### config.mk
export PLATFORM = sky130hd
export DESIGN_NAME = fetch_ctrl
export DESIGN_NICKNAME = d
export VERILOG_FILES = /design/src/rtl/fetch_ctrl_pkg.sv /design/src/rtl/fetch_ctrl_fifo.sv /design/src/rtl/fetch_ctrl.sv
export SDC_FILE = /design/constraint.sdc
export NUM_CORES = 1
export LEC_CHECK = 0
export ABC_AREA = 1
export BUFFER_PORTS_ARGS = -buffer_cell sky130_fd_sc_hd__buf_2
export CAP_MARGIN = 10
export CORE_ASPECT_RATIO = 1.5
export CORE_MARGIN = 2
export CORE_UTILIZATION = 58
export CTS_CLUSTER_SIZE = 30
export DETAILED_ROUTE_END_ITERATION = 12
export PLACE_DENSITY_LB_ADDON = 0.2
export SLEW_MARGIN = 5
export SYNTH_ARGS = -nofsm -noshare
export SYNTH_HDL_FRONTEND = slang
export SYNTH_SLANG_ARGS = --single-unit
### constraint.sdc
create_clock -name clk -period 2.68 [get_ports clk]
set_input_delay 0.536 -clock clk [delete_from_list [all_inputs] [get_ports clk]]
set_output_delay 0.536 -clock clk [all_outputs]
set_load 0.005 [all_outputs]
### src/rtl/fetch_ctrl_pkg.sv
// Shared constants and state encoding for the instruction fetch controller.
package fetch_ctrl_pkg;

  localparam int WORD_W      = 64;
  localparam int INST_W      = 32;
  localparam int FETCH_DEPTH = 2;

  typedef enum logic [1:0] {
    IDLE = 2'd0,
    RUN  = 2'd1,
    HALT = 2'd2
  } fetch_state_e;

endpackage

### src/rtl/fetch_ctrl_fifo.sv
// Two-entry fetch buffer; head is a register so decode sees stable data while stalled.
module fetch_fifo
  import fetch_ctrl_pkg::*;
#(
  parameter int WIDTH = WORD_W + INST_W
) (
  input  logic             clk,
  input  logic             rst_n,
  input  logic             push,
  input  logic             pop,
  input  logic             flush,
  input  logic [WIDTH-1:0] din,
  output logic             full,
  output logic             empty,
  output logic [1:0]       count,
  output logic [WIDTH-1:0] head
);

  logic [WIDTH-1:0] head_q, head_d;
  logic [WIDTH-1:0] tail_q, tail_d;
  logic [1:0]       count_q, count_d;

  assign full  = (count_q == 2'(FETCH_DEPTH));
  assign empty = (count_q == 2'd0);
  assign count = count_q;
  assign head  = head_q;

  // Flush wins over everything; a pop on an empty buffer is treated as no pop.
  always_comb begin
    head_d  = head_q;
    tail_d  = tail_q;
    count_d = count_q;
    if (flush) begin
      count_d = 2'd0;
    end else begin
      unique case ({push, pop && !empty})
        2'b10: begin
          if (count_q == 2'd0) head_d = din;
          else if (count_q == 2'd1) tail_d = din;
          if (!full) count_d = count_q + 2'd1;
        end
        2'b01: begin
          head_d  = tail_q;
          count_d = count_q - 2'd1;
        end
        2'b11: begin
          if (count_q == 2'd1) begin
            head_d = din;
          end else begin
            head_d = tail_q;
            tail_d = din;
          end
        end
        default: ;
      endcase
    end
  end

  always_ff @(posedge clk or negedge rst_n) begin
    if (!rst_n) begin
      head_q  <= '0;
      tail_q  <= '0;
      count_q <= 2'd0;
    end else begin
      head_q  <= head_d;
      tail_q  <= tail_d;
      count_q <= count_d;
    end
  end

endmodule

### src/rtl/fetch_ctrl.sv
// Fetch controller: run/halt FSM, PC register and sticky misaligned-redirect flag
// feeding a two-entry buffer toward decode.
module fetch_ctrl
  import fetch_ctrl_pkg::*;
#(
  parameter int             WORD      = WORD_W,
  parameter int             INST_SIZE = INST_W,
  parameter logic [WORD-1:0] RESET_PC = 64'd0
) (
  input  logic                 clk,
  input  logic                 rst_n,
  input  logic                 start,
  input  logic                 halt_req,
  output logic [WORD-1:0]      imem_pc,
  input  logic [INST_SIZE-1:0] imem_inst,
  input  logic                 br_taken,
  input  logic [WORD-1:0]      br_target,
  output logic                 if_valid,
  input  logic                 if_ready,
  output logic [WORD-1:0]      if_pc,
  output logic [INST_SIZE-1:0] if_inst,
  output logic                 fetch_err,
  output logic                 busy
);

  fetch_state_e    state_q, state_d;
  logic [WORD-1:0] pc_q, pc_d;
  logic            err_q, err_d;

  logic                      push, pop, flush;
  logic                      fifo_full, fifo_empty;
  logic [1:0]                fifo_count;
  logic [WORD+INST_SIZE-1:0] fifo_head;

  fetch_fifo #(.WIDTH(WORD + INST_SIZE)) u_fifo (
    .clk   (clk),
    .rst_n (rst_n),
    .push  (push),
    .pop   (pop),
    .flush (flush),
    .din   ({pc_q, imem_inst}),
    .full  (fifo_full),
    .empty (fifo_empty),
    .count (fifo_count),
    .head  (fifo_head)
  );

  assign imem_pc   = pc_q;
  assign if_valid  = (fifo_count != 2'd0);
  assign if_pc     = fifo_head[WORD+INST_SIZE-1:INST_SIZE];
  assign if_inst   = fifo_head[INST_SIZE-1:0];
  assign fetch_err = err_q;
  assign busy      = (state_q == RUN);

  // A redirect both flushes and suppresses the push; in IDLE the buffer is already empty.
  always_comb begin
    pop   = !fifo_empty && if_ready;
    flush = br_taken && (state_q != IDLE);
    push  = (state_q == RUN) && !halt_req && !br_taken && (!fifo_full || pop);

    state_d = state_q;
    unique case (state_q)
      IDLE:    if (start)    state_d = RUN;
      RUN:     if (halt_req) state_d = HALT;
      HALT:    if (start)    state_d = RUN;
      default:               state_d = IDLE;
    endcase

    pc_d = pc_q;
    if (br_taken)  pc_d = {br_target[WORD-1:2], 2'b00};
    else if (push) pc_d = pc_q + WORD'(4);

    err_d = err_q || (br_taken && (br_target[1:0] != 2'b00));
  end

  always_ff @(posedge clk or negedge rst_n) begin
    if (!rst_n) begin
      state_q <= IDLE;
      pc_q    <= RESET_PC;
      err_q   <= 1'b0;
    end else begin
      state_q <= state_d;
      pc_q    <= pc_d;
      err_q   <= err_d;
    end
  end

endmodule

==> out/qor.txt <==
Rel. slew slack: 53.6%
Via total after detailed routing: 16900
Startpoint of the lowest-slack register-to-register path: imem_pc[3]$_DFFE_PN0P_
Destination of the worst register-to-register timing path: imem_pc[44]$_DFFE_PN0P_
Aggregate global-route resource usage: 35.6%
Average instance area after synthesis: 6.67 um2
CTS H-Tree Depth: 1
Max capacitance violation total: 0
Total leakage power: 8.93 nW
Cell with the most instances after synthesis: nand2_1
Critical Setup Path Class: register to register
Fraction of post-synthesis cell area in the top cell type by area: 40.3%
Gate Count Post-Synth: 2411
Clock-pin slew of the registers on the worst-case setup and hold paths: 0.06 ns
Number of placement rows: 74
Leading area contributor after synthesis: dfrtp_1
Number of antenna violations at the first check in global routing: 1
Total Nets Final: 2714
Insertion delay to the later sink of the worst-skew pair: 0.58 ns
Drt via density: 5.68
Number of sinks handled by clock tree synthesis: 259
Fillcell total: 2330
Worst min-delay path category: input pin to register
Wire length per cell after detailed routing: 17.6 um
Worst Path Arrival: 2.97 ns
Fin Clk Skew: 0.0279 ns
Synth top area cells: dfrtp_1 40%, nand2_1 19%, o21ai_0 12%
R2R setup slack: 0.15 ns
Worst-Margin Slew: 0.697 ns
Global-route wire length before repair: 84200 um
Maximum clock rate: 396 MHz
Width of the die: 140 um
Async SR Flop Fraction: 100%
Iteration-0 DRC count of the detailed router: 1255
Type of element capturing the critical path: register
Total half-perimeter wirelength after legalization and detailed placement: 37100 um
Growth of design area from synthesis to finish: 17.0%
YS warnings: 0
Initial core utilization: 59.1%
DRC Markers: 0
Unrepaired setup endpoints after global routing: false
Total Neg Setup Slack: 0 ns
Number of buffers added by the clock tree synthesis step: 27
Final Slew Violations: 0
Number of synthesized register bits: 259
Placeable core region: 27200 um2
Leftover overflow at the end of global routing: 0
Final hold violation count: 0
Worst hold slack after final layout: 0.223 ns
Number of top-level design ports: 265
Vertical die dimension: 208 um
Area of the die: 29100 um2
Input/output buffers: 262
Final setup viols: 0
CTS root buffer: clkbuf_16
Data required time of the critical path: 3.13 ns
Antenna Nets Post-Route: 0
Total iterations of the first detailed-routing run: 6
Largest fanout on the critical path: 7
Number of distinct library cells after synthesis: 32
Minimum clock period: 2.53 ns
Vias in the first global route: 16400
Pin count of the biggest net entering global routing: 97
Count of cells along the worst register-to-register path: 12
Hold depth: 3
Result of the run: finished, final reports clean
Most frequent cells after synthesis: 798 x nand2_1, 392 x o21ai_0, 327 x inv_1
Post-synth design cell area: 16100 um2
Startpoint type of the worst setup path: register
Sequential-to-total area share from yosys stat: 40.3%
Worst-case clock buffer depth: 3
Power density over cell area: 922 nW/um2
Number of enable flip-flop cells after synthesis: 0
Peak supply drop: 777 uV
Ratio of final minimum period to clock period: 94.3%
Clock tree from TritonCTS: yes
Worst Hold Launch: br_target[6]
GP Congestion: 1.00
Endpoint with the worst hold slack: imem_pc[6]$_DFFE_PN0P_
Setup Fix Bufs, Post-CTS: 0
Routed Wire Length: 52200 um
Fraction of final layout cells sized beyond drive strength 1: 14.0%
Primary flip-flop cell chosen by synthesis mapping: dfrtp_1
## worst max-delay path by stage
stage                                      from                       endpoint  cells after the start
global route             imem_pc[3]$_DFFE_PN0P_        imem_pc[52]$_DFFE_PN0P_                     11
floorplan           u_fifo.count[0]$_DFFE_PN0P_  u_fifo.tail_q[26]$_DFFE_PN0P_                     13
detailed placement                     halt_req    u_fifo.head[54]$_DFFE_PN0P_                     10
global placement                       halt_req    u_fifo.head[46]$_DFFE_PN0P_                     10
finish                   imem_pc[3]$_DFFE_PN0P_        imem_pc[44]$_DFFE_PN0P_                     12
CTS                 u_fifo.count[0]$_DFFE_PN0P_    u_fifo.head[53]$_DFFE_PN0P_                     11
## registers in the layout (all words and copies together), names as in the netlist
register and flops:
u_fifo.head 96, u_fifo.tail_q 96, imem_pc 62, state_q 2
u_fifo.count 2, fetch_err 1
## layer usage
metal	share of wire (%)	GRT usage [%]	vias up
met1	38	42.9	7859
met2	50	62.8	759
met5	0	0	-
met3	6.1	3.54	157
li1	-	-	8100
met4	5.5	18.3	0
## power by group
part           switching [mW]  internal [mW]  total (mW)  leakage (nW)
registers                1.07           5.32        6.39          3.31
clock network            1.68           2.98        4.66         0.541
logic                    3.92           2.37        6.29          5.08
total                    6.68           10.7        17.3          8.93
## metrics by stage
stage / power, mW / setup slack [ns] / instance area [um2] / utilization, % / cells
5_1_grt: 18.6 / 0.0671 / 18800 / 69.2 / 2971
3_3_place_gp: 12.3 / 0.201 / 17700 / 65.1 / 2920
3_5_place_dp: 12.6 / 0.0546 / 17700 / 65.1 / 2920
6_report: 17.3 / 0.154 / 18800 / 69.2 / 2971
4_1_cts: 17.4 / 0.168 / 18800 / 69.1 / 2970
2_1_floorplan: 10.3 / 0.700 / 16100 / - / 2412
## final cells by class
cell class | instances | area, um2 | area share, %
multi-input combinational | 1683 | 7750 | 41.2
sequential | 259 | 6480 | 34.4
timing repair buffer | 308 | 1820 | 9.68
inverter | 329 | 1240 | 6.59
clock buffer | 35 | 766 | 4.07
tap | 342 | 428 | 2.27
clock inverter | 14 | 335 | 1.78
antenna | 1 | 2.50 | 0.0133
## layout by cell type (no fill, tap or decap), types with 3 or more instances in the layout
cell type | netlist | layout
buf_12 | 0 | 12
xor2_1 | 6 | 6
o21ai_0 | 392 | 392
clkbuf_16 | 0 | 27
nand3_1 | 80 | 80
dfrtp_1 | 259 | 259
inv_1 | 327 | 325
buf_4 | 2 | 32
nand4_1 | 7 | 7
buf_2 | 28 | 261
ha_1 | 4 | 3
a21oi_1 | 13 | 13
o211ai_1 | 20 | 20
mux2i_1 | 18 | 18
clkbuf_8 | 0 | 6
bufinv_16 | 0 | 10
inv_2 | 2 | 3
clkinv_2 | 0 | 3
o22ai_1 | 7 | 7
nor2_1 | 204 | 204
o221ai_1 | 76 | 76
nor2_2 | 4 | 3
nand2_1 | 798 | 798
o21ai_1 | 40 | 39
## critical path: stages, from the launching register on
cell,delay (ns)
dfrtp_1,0.50
ha_1,0.28
nand2_1,0.08
nor2_1,0.21
buf_4,0.20
nand3_1,0.19
nor2_1,0.39
buf_4,0.22
nand2_1,0.06
nand2_1,0.07
nand3_1,0.07
nand2_1,0.09
nand2_1,0.05
## what timing repair did
action	CTS	global route
endpoints found under the setup margin	0	11
resized for setup	0	1
endpoints found under the hold margin	69	0
hold buffers	1	0
## cells by family after synthesis
group | synth area share, %
AO/OA/AOI/OAI | 19.5
XOR/XNOR | 0.436
adder cells (fa/ha/maj) | 0.311
buffers and inverters | 11.8
flip-flops | 40.3
multiplexers | 1.12
other | 0.0233
AND/OR/NAND/NOR | 26.5
Note: power is estimated with default switching activity, not from simulation.
